**src/rtl/vga_scanout_if.sv**
```systemverilog
// vga_scanout_if: read port of the dual-port screen RAM.
// master issues address/enable; slave returns registered read data.
interface vga_scanout_if #(
  parameter int ADDR_W = 16,
  parameter int DATA_W = 8
);
  logic [ADDR_W-1:0] o_Rd_Addr;
  logic              o_Rd_En;
  logic [DATA_W-1:0] i_Rd_Data;

  modport master (
    output o_Rd_Addr,
    output o_Rd_En,
    input  i_Rd_Data
  );

  modport slave (
    input  o_Rd_Addr,
    input  o_Rd_En,
    output i_Rd_Data
  );
endinterface

```
**src/rtl/vga_scanout.sv**
```systemverilog
// vga_scanout: VGA timing + framebuffer scan-out, 3-stage pipeline.
// Define VGA_SCANOUT_PIX_DOUBLE_EN for 2x2 pixel doubling.
module vga_scanout #(
  parameter int H_ACTIVE = 640,
  parameter int H_FP     = 16,
  parameter int H_SYNC   = 96,
  parameter int H_BP     = 48,
  parameter int V_ACTIVE = 480,
  parameter int V_FP     = 11,
  parameter int V_SYNC   = 2,
  parameter int V_BP     = 32,
  parameter int BPP      = 1,
  parameter int DATA_W   = 8,
  parameter int ADDR_W   = 16,
  parameter int HS_POL   = 0,
  parameter int VS_POL   = 0
) (
  input  logic              i_Clk,
  input  logic              i_Rst_L,
  input  logic [ADDR_W-1:0] i_Fb_Base,
  vga_scanout_if.master     rd,
  output logic              o_HSync,
  output logic              o_VSync,
  output logic              o_Active,
  output logic [BPP-1:0]    o_Pixel,
  output logic              o_Frame_Start
);

  localparam int H_TOTAL = H_ACTIVE + H_FP + H_SYNC + H_BP;
  localparam int V_TOTAL = V_ACTIVE + V_FP + V_SYNC + V_BP;
  localparam int HW      = $clog2(H_TOTAL + 1);
  localparam int VW      = $clog2(V_TOTAL + 1);
  localparam int PPW     = DATA_W / BPP;
  localparam int PSH     = $clog2(PPW);
  localparam int BSH     = $clog2(BPP);
  localparam int IDX_W   = (PPW > 1) ? PSH : 1;
`ifdef VGA_SCANOUT_PIX_DOUBLE_EN
  localparam int STRIDE  = (H_ACTIVE / 2) * BPP / DATA_W;
`else
  localparam int STRIDE  = H_ACTIVE * BPP / DATA_W;
`endif
  localparam logic HS_ON = (HS_POL != 0);
  localparam logic VS_ON = (VS_POL != 0);

  if (!(BPP == 1 || BPP == 2 || BPP == 4 || BPP == 8))
  begin : g_bad_bpp
    $error("vga_scanout: BPP must be 1, 2, 4 or 8");
  end

  if ((DATA_W % BPP) != 0 ||
      ((H_ACTIVE * BPP) % DATA_W) != 0)
  begin : g_bad_width
    $error("vga_scanout: line must pack into whole words");
  end

  logic [HW-1:0]     h;
  logic [VW-1:0]     v;
  logic [ADDR_W-1:0] frame_base;
  logic [ADDR_W-1:0] line_base;

  logic              h_last;
  logic              v_last;
  logic              h_act;
  logic              v_act;
  logic              act0;
  logic              hs0;
  logic              vs0;
  logic              fs0;
  logic              line_adv;
  logic [HW-1:0]     x;
  logic [ADDR_W-1:0] base0;
  logic [ADDR_W-1:0] addr0;
  logic [IDX_W-1:0]  idx0;

  assign h_last = (h == HW'(H_TOTAL - 1));
  assign v_last = (v == VW'(V_TOTAL - 1));
  assign h_act  = (h < HW'(H_ACTIVE));
  assign v_act  = (v < VW'(V_ACTIVE));
  assign act0   = h_act && v_act;
  assign fs0    = (h == '0) && (v == '0);

  assign hs0 = (h >= HW'(H_ACTIVE + H_FP)) &&
               (h <  HW'(H_ACTIVE + H_FP + H_SYNC));
  assign vs0 = (v >= VW'(V_ACTIVE + V_FP)) &&
               (v <  VW'(V_ACTIVE + V_FP + V_SYNC));

`ifdef VGA_SCANOUT_PIX_DOUBLE_EN
  assign x        = h >> 1;
  assign line_adv = v_act && v[0];
`else
  assign x        = h;
  assign line_adv = v_act;
`endif

  // (0,0) must already see the freshly sampled base
  assign base0 = fs0 ? i_Fb_Base : frame_base;
  assign addr0 = base0 + line_base + ADDR_W'(x >> PSH);
  assign idx0  = IDX_W'(x) & IDX_W'(PPW - 1);

  always_ff @(posedge i_Clk or negedge i_Rst_L) begin
    if (!i_Rst_L) begin
      h          <= '0;
      v          <= '0;
      frame_base <= '0;
      line_base  <= '0;
    end else begin
      if (fs0) begin
        frame_base <= i_Fb_Base;
      end
      if (h_last) begin
        h <= '0;
        if (v_last) begin
          v         <= '0;
          line_base <= '0;
        end else begin
          v <= v + VW'(1);
          if (line_adv) begin
            line_base <= line_base + ADDR_W'(STRIDE);
          end
        end
      end else begin
        h <= h + HW'(1);
      end
    end
  end

  logic             act1;
  logic             hs1;
  logic             vs1;
  logic             fs1;
  logic [IDX_W-1:0] idx1;

  always_ff @(posedge i_Clk or negedge i_Rst_L) begin
    if (!i_Rst_L) begin
      rd.o_Rd_Addr <= '0;
      rd.o_Rd_En   <= 1'b0;
      act1         <= 1'b0;
      hs1          <= 1'b0;
      vs1          <= 1'b0;
      fs1          <= 1'b0;
      idx1         <= '0;
    end else begin
      rd.o_Rd_En <= act0;
      if (act0) begin
        rd.o_Rd_Addr <= addr0;
      end
      act1 <= act0;
      hs1  <= hs0;
      vs1  <= vs0;
      fs1  <= fs0;
      idx1 <= idx0;
    end
  end

  logic             act2;
  logic             hs2;
  logic             vs2;
  logic             fs2;
  logic [IDX_W-1:0] idx2;

  always_ff @(posedge i_Clk or negedge i_Rst_L) begin
    if (!i_Rst_L) begin
      act2 <= 1'b0;
      hs2  <= 1'b0;
      vs2  <= 1'b0;
      fs2  <= 1'b0;
      idx2 <= '0;
    end else begin
      act2 <= act1;
      hs2  <= hs1;
      vs2  <= vs1;
      fs2  <= fs1;
      idx2 <= idx1;
    end
  end

  // leftmost pixel lives in the word's top bits
  logic [IDX_W-1:0] rev2;
  logic [BPP-1:0]   pix2;

  assign rev2 = IDX_W'(PPW - 1) - idx2;
  assign pix2 = BPP'(rd.i_Rd_Data >> (32'(rev2) << BSH));

  always_ff @(posedge i_Clk or negedge i_Rst_L) begin
    if (!i_Rst_L) begin
      o_Active      <= 1'b0;
      o_Pixel       <= '0;
      o_HSync       <= ~HS_ON;
      o_VSync       <= ~VS_ON;
      o_Frame_Start <= 1'b0;
    end else begin
      o_Active      <= act2;
      o_Pixel       <= act2 ? pix2 : '0;
      o_HSync       <= hs2 ? HS_ON : ~HS_ON;
      o_VSync       <= vs2 ? VS_ON : ~VS_ON;
      o_Frame_Start <= fs2;
    end
  end

endmodule

```
**src/flat_wrapper.sv**
```systemverilog
// flat-port wrapper written by rule: the top's interface ports become plain ports
module vga_scanout_flat 
#(
  parameter int H_ACTIVE = 640,
  parameter int H_FP     = 16,
  parameter int H_SYNC   = 96,
  parameter int H_BP     = 48,
  parameter int V_ACTIVE = 480,
  parameter int V_FP     = 11,
  parameter int V_SYNC   = 2,
  parameter int V_BP     = 32,
  parameter int BPP      = 1,
  parameter int DATA_W   = 8,
  parameter int ADDR_W   = 16,
  parameter int HS_POL   = 0,
  parameter int VS_POL   = 0
)
  (i_Clk, i_Rst_L, i_Fb_Base, o_HSync, o_VSync, o_Active, o_Pixel, o_Frame_Start, rd_o_Rd_Addr, rd_o_Rd_En, rd_i_Rd_Data);
  vga_scanout_if #(.ADDR_W(ADDR_W), .DATA_W(DATA_W)) rd_i ();
  input  logic i_Clk;
  input  logic i_Rst_L;
  input  logic [ADDR_W-1:0] i_Fb_Base;
  output logic o_HSync;
  output logic o_VSync;
  output logic o_Active;
  output logic [BPP-1:0] o_Pixel;
  output logic o_Frame_Start;
  output wire logic [$bits(rd_i.o_Rd_Addr)-1:0] rd_o_Rd_Addr;
  output wire logic [$bits(rd_i.o_Rd_En)-1:0] rd_o_Rd_En;
  input wire logic [$bits(rd_i.i_Rd_Data)-1:0] rd_i_Rd_Data;
  assign rd_o_Rd_Addr = rd_i.o_Rd_Addr;
  assign rd_o_Rd_En = rd_i.o_Rd_En;
  assign rd_i.i_Rd_Data = rd_i_Rd_Data;
  vga_scanout #(.H_ACTIVE(H_ACTIVE), .H_FP(H_FP), .H_SYNC(H_SYNC), .H_BP(H_BP), .V_ACTIVE(V_ACTIVE), .V_FP(V_FP), .V_SYNC(V_SYNC), .V_BP(V_BP), .BPP(BPP), .DATA_W(DATA_W), .ADDR_W(ADDR_W), .HS_POL(HS_POL), .VS_POL(VS_POL)) u_core (.i_Clk(i_Clk), .i_Rst_L(i_Rst_L), .i_Fb_Base(i_Fb_Base), .rd(rd_i), .o_HSync(o_HSync), .o_VSync(o_VSync), .o_Active(o_Active), .o_Pixel(o_Pixel), .o_Frame_Start(o_Frame_Start));
endmodule
```
**config.mk**
```make
export PLATFORM = sky130hd
export DESIGN_NAME = vga_scanout_flat
export DESIGN_NICKNAME = d
export VERILOG_FILES = /design/src/rtl/vga_scanout_if.sv /design/src/rtl/vga_scanout.sv /design/src/flat_wrapper.sv
export SDC_FILE = /design/constraint.sdc
export NUM_CORES = 1
export LEC_CHECK = 0
export ABC_AREA = 1
export ABC_CLOCK_PERIOD_IN_PS = 7000
export CAP_MARGIN = 20
export CORE_ASPECT_RATIO = 0.9
export CORE_MARGIN = 2
export CORE_UTILIZATION = 50
export CTS_BUF_LIST = sky130_fd_sc_hd__clkbuf_8
export DETAILED_ROUTE_END_ITERATION = 10
export DONT_BUFFER_PORTS = 1
export SYNTH_ARGS = -nofsm -noshare
export SYNTH_HDL_FRONTEND = slang
export SYNTH_SLANG_ARGS = --single-unit
```
**constraint.sdc**
```tcl
create_clock -name i_Clk -period 7 [get_ports i_Clk]
set_input_delay 1.75 -clock i_Clk [delete_from_list [all_inputs] [get_ports i_Clk]]
set_output_delay 1.75 -clock i_Clk [all_outputs]
set_load 0.02 [all_outputs]
```
=== Yosys cells after proc, flatten, opt, wreduce, memory -nomap -nowiden ===
Index checks and enable logic that the tools add are counted.

* Register bits after elaboration: 87
* Output and inout port bits: 22
* Logic and storage cells: 51

* Add/sub/neg operators: 6
* Magnitude comparators: 6
* Eq/ne operators: 2
* Shift operators: 1
* Multiplexer cells: 8
* Reductions and logical operators: 8

{| class="wikitable"
|+ Operators with widths
! kind !! count
|-
| $mux W16 || 3
|-
| $add A10 B1 Y10 const B || 2
|-
| $eq A10 B10 Y1 const B || 2
|-
| $logic_not A10 Y1 || 2
|-
| $lt A10 B10 Y1 const B || 2
|-
| $lt A10 B9 Y1 const B || 2
|-
| $mux W10 || 2
|-
| $add A16 B16 Y16 || 1
|-
| $add A16 B7 Y16 || 1
|-
| $add A16 B7 Y16 const B || 1
|-
| $ge A10 B10 Y1 const B || 1
|-
| $ge A10 B9 Y1 const B || 1
|-
| $shr A8 B3 Y1 || 1
|-
| $logic_and A1 B1 Y1 || 4
|-
| $mux W1 || 3
|-
| $sub A3 B3 Y3 const A || 1
|-
| $reduce_and A2 Y1 || 1
|-
| $reduce_bool A2 Y1 || 1
|}

=== Logic depth before layout (Yosys ltp) ===
Gate-level depths: netlist (run 1).

* Depth after elaboration: 5
* Mapped depth: 25
* Depth with buffers taken out: 25

=== Worst setup path before layout (run 1) ===
OpenSTA, ideal clock, no wires.

* Path kind: input to register
* From: input i_Fb_Base[5]
* To: register u_core.rd.o_Rd_Addr[9]
* Library setup time: 122 ps
* Arrival time: 3621 ps
* Required time: 6878 ps
* Slack: 3257 ps
* Stages: 12
* Cell sequence: nor2_1 > nor2_1 > inv_1 > fa_1 > inv_1 > ha_1 > nand2_1 > nor3b_1 > nor2_1 > or2_2 > a21oi_1 > o21ai_1

* Cells in the longest elaborated chain, start to end: 3

{| class="wikitable"
|+ Ends and longest elaborated chain
! item !! RTL line !! text
|-
| from (decl) || flat_wrapper.sv:22 || <nowiki>input logic [ADDR_W-1:0] i_Fb_Base;</nowiki>
|-
| $mux W16 || vga_scanout.sv:96 || <nowiki>assign base0 = fs0 ? i_Fb_Base : frame_base;</nowiki>
|-
| net u_core.base0[5] || vga_scanout.sv:71 || <nowiki>logic [ADDR_W-1:0] base0;</nowiki>
|-
| $add A16 B16 Y16 || vga_scanout.sv:97 || <nowiki>assign addr0 = base0 + line_base + ADDR_W'(x >> PSH);</nowiki>
|-
| $add A16 B7 Y16 || vga_scanout.sv:97 ||
|-
| to (signal assigned) || vga_scanout.sv:145 || <nowiki>rd.o_Rd_Addr <= addr0;</nowiki>
|-
| to (decl) || vga_scanout_if.sv:12 || <nowiki>output o_Rd_Addr,</nowiki>
|}

The timed path passes the listed nets, and every way through them passes these cells.
A chain may end at the register's enable or synchronous reset.

=== Worst setup path in the final report (run 1) ===
* From: register u_core.v[0]
* To: register u_core.rd.o_Rd_Addr[15]

* Cells in the longest elaborated chain, start to end: 5

{| class="wikitable"
|+ Ends and longest elaborated chain
! item !! RTL line !! text
|-
| from (decl) || vga_scanout.sv:57 || <nowiki>logic [VW-1:0] v;</nowiki>
|-
| from (signal assigned) || vga_scanout.sv:116 || <nowiki>v <= v + VW'(1);</nowiki>
|-
| $logic_not A10 Y1 || vga_scanout.sv:80 || <nowiki>assign fs0 = (h == '0) && (v == '0);</nowiki>
|-
| $logic_and A1 B1 Y1 || vga_scanout.sv:80 ||
|-
| $mux W16 || vga_scanout.sv:96 ||
|-
| net u_core.base0[5] || vga_scanout.sv:71 ||
|-
| $add A16 B16 Y16 || vga_scanout.sv:97 ||
|-
| $add A16 B7 Y16 || vga_scanout.sv:97 ||
|}

The timed path passes the listed nets, and every way through them passes these cells.

==> impl_metrics.ini, run 1 <==
[outcome]
run_status = finished, final reports clean

[worst_setup_path]
path_buf_inv = 6
critPathLaunch = u_core.v[0]
reg2reg_depth = 24
cp-start-kind = register
critical_path.endpoint_type = register
crit_type = reg -> reg
critical_path.max_fanout = 17
critPathMaxStageDelay_ns = 0.51
worstPathCellList = inv_1 -> ha_1 -> inv_1 -> nor2_1 -> nand2_1 -> nor2_1 -> nand3_2 -> inv_1 -> nor2_1 -> nor2_1 -> inv_1 -> fa_1 -> inv_1 -> ha_1 -> nand2_1 -> inv_1 -> nand2_1 -> nand2_1 -> nor2_1 -> nor2_1 -> nor2_1 -> nand3_1 -> nand3_1 -> nand2_1
cp_common_cell = nor2_1
cp.required_ns = 7.26
crit_slowest_cell = inv_1
critPathArrivalTime_ns = 4.50
r2r-start = u_core.v[0]
crit_family = simple AND/OR/NAND/NOR gates
critical_path_depth = 24

[floorplan]
die_w_um = 107
core_mm2 = 0.00921
dieArea_mm2 = 0.0104
row_count = 33
die_h_um = 97.0
start_util_pct = 52.2
io_pins = 48

[sta]
post-route-period-util_pct = 60.5
hold_viol_final = 0
rsz0062_at_grt = false
max_freq_ghz = 0.236
setup_viol = 0
whs_ns = 0.355
fin_skew_ns = 0.0135
tns_ns = 0
maxSlewViolCount = 0
relSlewSlack_pct = 62.1
period_minus_slack_ns = 4.24
worst_slack_ns = 2.76
tightest_slew_ns = 0.564

[power_and_ir_drop]
leakagePower_nw = 2.47
powerDensity_mw_per_mm2 = 178
ir_worst_vdd_mv = 0.119

[logic_synthesis]
ys_ff_latch = 83
post-synth-top-count-cell = nor2_1
netlist_area_mm2 = 0.00480
ys.flop_type = dfrtp_1
yosysTopAreaCell = dfrtp_1
synth_top_area_share_pct = 42.2
yosysWarnings = 0
synth_top_cells_by_count = nor2_1 (101), nand2_1 (96), dfrtp_1 (81)
ys_seq_area_share_pct = 43.3
async_flop_share_pct = 100
netlist_instances = 569
ys_top_cells_by_area = dfrtp_1 (42%), ha_1 (9.4%), nor2_1 (7.9%)
avgSynthCellArea_um2 = 8.44
synth-edff-count = 0
syn_nets = 635
synth.distinct_cells = 44

[global_routing]
grt_start_max_net_pins = 84
first_global_vias = 3554
antenna_found_initial = 0
overflow = 0
grtUsageTotal_pct = 21.2
grt_pass1_wl_um = 17300

[cts]
post_cts_buffers = 0
clk_path_buf_depth = 2
cts_resized = 0
path_clk_slew_ns = 0.09
clock_latency_ns = 0.37
ctsHtreeMaxLevel = 3
cts_tree = built
cts_buffers = 9
cts_hold_buf = 0
numClockSinks = 83
root_buffer = clkbuf_8

[final_layout]
fillers = 854
drive_above_1_share_pct = 7.77
multi_input_area_mm2 = 0.00240
final_nets = 640
n_antenna_cell = 0
fin_util_pct = 55.5
regArea_mm2 = 0.00208
synthToLayoutAreaGrowth_pct = 6.49

[detailed_routing]
ant_nets = 0
dr.pass1.iters = 5
via_per_inst = 5.31
vias = 3722
drtIter0Drc = 207
drc = 0
routed_wl_um = 10100
detail_route.wl_per_cell_um = 14.4

[worst_hold_path]
hold_start = u_core.vs2
hold_depth = 1
worst_hold_path_type = reg -> reg

[placement]
hpwl_um = 7610
place.gp.congestion = 0.899
pre_cts_slack_ns = 2.75
io_buffers = 0

[run]
maxCapViolations = 0
==> final cells by class <==
| cell class | count | area share (%) |
|---|---|---|
| Clock inverter | 6 | 1.39 |
| Multi-Input combinational cell | 410 | 47.0 |
| Inverter | 70 | 5.24 |
| Clock buffer | 10 | 2.69 |
| Sequential cell | 83 | 40.7 |
| Tap cell | 122 | 2.99 |
==> worst register-to-register path: stages (launching register included) <==
cell	delay, ns
dfrtp_1	0.42
inv_1	0.16
ha_1	0.17
inv_1	0.03
nor2_1	0.16
nand2_1	0.07
nor2_1	0.15
nand3_2	0.32
inv_1	0.52
nor2_1	0.09
nor2_1	0.16
inv_1	0.07
fa_1	0.48
inv_1	0.04
ha_1	0.35
nand2_1	0.14
inv_1	0.05
nand2_1	0.06
nand2_1	0.06
nor2_1	0.20
nor2_1	0.06
nor2_1	0.13
nand3_1	0.09
nand3_1	0.09
nand2_1	0.05
==> power by group <==
part	switching (mW)	total [mW]	internal, mW
Sequential	0.0153	0.506	0.491
Combinational	0.0255	0.0424	0.0170
Clock	0.186	0.364	0.178
Total	0.227	0.912	0.686
==> metrics by stage <==
stage	total power [mW]	cells	area [um2]
after floorplan	0.548	569	4800
after global placement	0.557	685	4900
after detailed placement	0.558	685	4900
after CTS	0.926	701	5110
after global routing	0.956	701	5110
final	0.912	701	5110
==> placed cells by master (no fill, tap or decap), types with 3 or more instances in the layout <==
cell type,netlist,routed
nor2_1,101,101
nand2_1,96,96
dfrtp_1,81,81
inv_1,67,67
ha_1,36,36
nand3_1,33,33
o21ai_0,23,23
a21oi_1,15,15
nor3_1,14,14
xor2_1,14,14
nand4_1,12,12
clkbuf_8,0,10
xnor2_1,9,9
o21ai_1,8,8
o21ai_2,5,5
o31ai_1,5,5
nor2_2,4,4
fa_1,4,4
nand2_2,3,3
nor3_4,3,3
==> path summary, 6_finish.rpt <==
path | end | slack (ns)
worst max-delay path | u_core.rd.o_Rd_Addr[15] | 2.76
worst min-delay path | u_core.o_VSync | 0.35
worst max register to register | u_core.rd.o_Rd_Addr[15] | 2.76
worst min register to register | u_core.o_VSync | 0.35
max in group asynchronous | u_core.o_VSync | 5.73
min in group asynchronous | u_core.fs1 | 1.06
==> state kept, by name, indices dropped and copies added, names as in the netlist, 3 cells and up <==
name / flops
u_core.frame_base: 16
u_core.h: 10
u_core.idx1: 3
u_core.idx2: 3
u_core.line_base: 12
u_core.rd.o_Rd_Addr: 16
u_core.v: 10
==> per-layer routing <==
metal / vias to the layer above / track usage, % / routed length [um]
met5: - / 0 / 0
met4: 0 / 6.59 / 196
met3: 14 / 5.39 / 614
met2: 105 / 31.8 / 4410
met1: 1742 / 30.1 / 4850
li1: 1861 / - / -
==> kinds of logic (layout without fill, tap and decap cells) <==
family | Yosys count | in the layout | synth area share [%]
simple gates | 282 | 282 | 26.9
flops | 83 | 83 | 43.3
buf+inv | 76 | 86 | 6.62
compound gates | 64 | 64 | 7.71
fa+ha+maj | 40 | 40 | 11.0
xor+xnor | 23 | 23 | 4.20
mux | 1 | 1 | 0.208
No activity file was read; power rests on OpenSTA's default activity.
==> inputs of run 2 (changes only) <==
Settings changed: ABC_CLOCK_PERIOD_IN_PS 7000 to 3900.
Clock period 7 ns to 3.9 ns, I/O delays scaled along.
==> impl_metrics.ini, run 2 (synthesized netlist as in run 1, its figures left out) <==
[outcome]
run_status = finished, final reports clean

[power_and_ir_drop]
combPwrFrac_pct = 4.5
ir_worst_vdd_mv = 0.212
power_frac_clock_pct = 42.4
powerDensity_mw_per_mm2 = 330
swShare_pct = 24.9
pwr-share-seq_pct = 53.1
p_int_mw = 1.29
leakagePower_nw = 2.51
p_switching_mw = 0.427

[detailed_routing]
dr.pass1.iters = 4
via_per_inst = 5.24
routed_wl_um = 10100
drtIter0Drc = 256
detail_route.wl_per_cell_um = 14.3
drc = 0
ant_nets = 0
vias = 3696

[worst_setup_path]
critPathArrivalTime_ns = 3.80
critical_path.max_fanout = 8
crit_family = simple AND/OR/NAND/NOR gates
critical_path.endpoint_type = register
r2r-start = u_core.v[0]
crit_slowest_cell = fa_1
rrSetupSlack_ns = 0.36
cp-start-kind = register
path_buf_inv = 5
reg2reg_depth = 20
crit_type = reg -> reg
r2r-end = u_core.rd.o_Rd_Addr[9]
cp.required_ns = 4.16
worstPathCellList = inv_2 -> ha_1 -> inv_1 -> nor2_2 -> nand2_1 -> nor2_1 -> nand3_2 -> clkinvlp_4 -> nor2_1 -> nor2_1 -> inv_1 -> fa_1 -> inv_1 -> ha_1 -> nand2_1 -> nor3b_1 -> nor2_2 -> or2_2 -> a21oi_1 -> o21ai_1
critPathMaxStageDelay_ns = 0.48

[cts]
clk_path_buf_depth = 2
cts_buffers = 9
cts_tree = built
path_clk_slew_ns = 0.10
clock_latency_ns = 0.36
numClockSinks = 83
ctsHtreeMaxLevel = 3
cts_hold_buf = 0
root_buffer = clkbuf_8

[sta]
maxSlewViolCount = 0
max_freq_ghz = 0.283
tns_ns = 0
tightest_slew_ns = 0.540
relSlewSlack_pct = 63.7
post-route-period-util_pct = 90.7
setup_viol = 0
period_minus_slack_ns = 3.54
hold_viol_final = 0
fin_skew_ns = 0.0127

[global_routing]
antenna_found_initial = 0
first_global_vias = 3607
grt_pass1_wl_um = 17300
grt_start_max_net_pins = 84
overflow = 0
grtUsageTotal_pct = 20.8

[final_layout]
reg.largest.list = u_core.frame_base (16), u_core.rd.o_Rd_Addr (16), u_core.line_base (12)
mostFrequentLayoutCell = nor2_1
instances_no_fill = 706
drive_above_1_share_pct = 9.42
n_antenna_cell = 0
synthToLayoutAreaGrowth_pct = 7.89
final_nets = 645
mostFrequentLayoutCells = nor2_1 (99), nand2_1 (96), dfrtp_1 (81)

[floorplan]
io_pins = 48
die_w_um = 107
dieArea_mm2 = 0.0104
row_count = 33
start_util_pct = 52.2
die_h_um = 97.0
core_mm2 = 0.00921

[placement]
dp.cells = 689
hpwl_um = 7570
place.gp.congestion = 0.869
io_buffers = 0

[run]
maxCapViolations = 0

[worst_hold_path]
worst_hold_path_type = in -> async
run 2: cell count changes in the layout (fill, tap and decap cells not counted), sizes merged:
cell / before / now
buf: 0 / 5
clkbuf: 10 / 9
inv: 70 / 71
bufinv: 1 / 2
clkinvlp: 2 / 1
run 2: what timing repair did:
action | 4_1_cts | 5_1_grt
setup endpoints to repair | 0 | 7
resized for setup | 0 | 5
buffers inserted | 0 | 1
run 2: cell type report:
| type | count | area, um2 |
|---|---|---|
| sequential | 83 | 2080 |
| fill | 888 | 4030 |
| clock inverter | 7 | 106 |
| clock buffer | 9 | 124 |
| timing repair buffer | 5 | 37.5 |
| inverter | 70 | 272 |
| tap | 122 | 153 |
| multi-input combinational | 410 | 2410 |
run 2: power by group through the flow:
stage | logic (mW) | clock network [mW] | registers, mW
floorplan | 0.0608 | 0 | 0.923
global placement | 0.0749 | 0 | 0.926
detailed placement | 0.0753 | 0 | 0.926
CTS | 0.0763 | 0.749 | 0.909
global route | 0.0884 | 0.780 | 0.911
finish | 0.0771 | 0.726 | 0.909
run 2: worst reg2reg max path, stage by stage, from the launching register on:
cell and delay (ns):
dfrtp_1 0.43, inv_2 0.11, ha_1 0.15, inv_1 0.05, nor2_2 0.13, nand2_1 0.07, nor2_1 0.14, nand3_2 0.11
clkinvlp_4 0.16, nor2_1 0.06, nor2_1 0.13, inv_1 0.07, fa_1 0.48, inv_1 0.04, ha_1 0.36, nand2_1 0.13
nor3b_1 0.24, nor2_2 0.09, or2_2 0.29, a21oi_1 0.13, o21ai_1 0.08
run 2: how the worst max path moves through the flow:
stage / start / end / slack [ns] / cells past startpoint
after floorplan: u_core.v[0] / u_core.rd.o_Rd_Addr[9] / 0.58 / 20
after global placement: u_core.v[0] / u_core.rd.o_Rd_Addr[11] / 0.42 / 18
after global routing: u_core.v[0] / u_core.rd.o_Rd_Addr[15] / -0.007 / 24
final: u_core.v[0] / u_core.rd.o_Rd_Addr[9] / 0.36 / 20
after detailed placement: u_core.v[0] / u_core.rd.o_Rd_Addr[15] / 0.32 / 24
after CTS: u_core.v[0] / u_core.rd.o_Rd_Addr[15] / 0.28 / 24
run 2: metrics by stage:
stage / hold WS [ns] / util [%] / setup WS, ns / area (um2) / total power [mW]
3_5_place_dp: 0.335 / 53.6 / 0.316 / 4930 / 1.00
5_1_grt: 0.267 / 56.3 / -0.00721 / 5180 / 1.78
3_3_place_gp: 0.332 / 53.6 / 0.423 / 4930 / 1.00
2_1_floorplan: 0.331 / - / 0.585 / 4800 / 0.984
6_report: 0.296 / 56.3 / 0.363 / 5180 / 1.71
4_1_cts: 0.279 / 56.1 / 0.285 / 5160 / 1.73
run 2: per-layer routing:
| layer | vias to the layer above | global-route usage, % | wire [um] |
|---|---|---|---|
| met4 | 0 | 4.70 | 86 |
| met2 | 95 | 30.8 | 4270 |
| met3 | 8 | 4.45 | 523 |
| met5 | - | 0 | 0 |
| met1 | 1722 | 31.2 | 5220 |
| li1 | 1871 | - | - |
==> inputs of run 3 (changes only) <==
Settings changed: TNS_END_PERCENT set to 10.
==> results of run 3 <==
No change in the layout: final DEF, timing and power equal those of run 2.
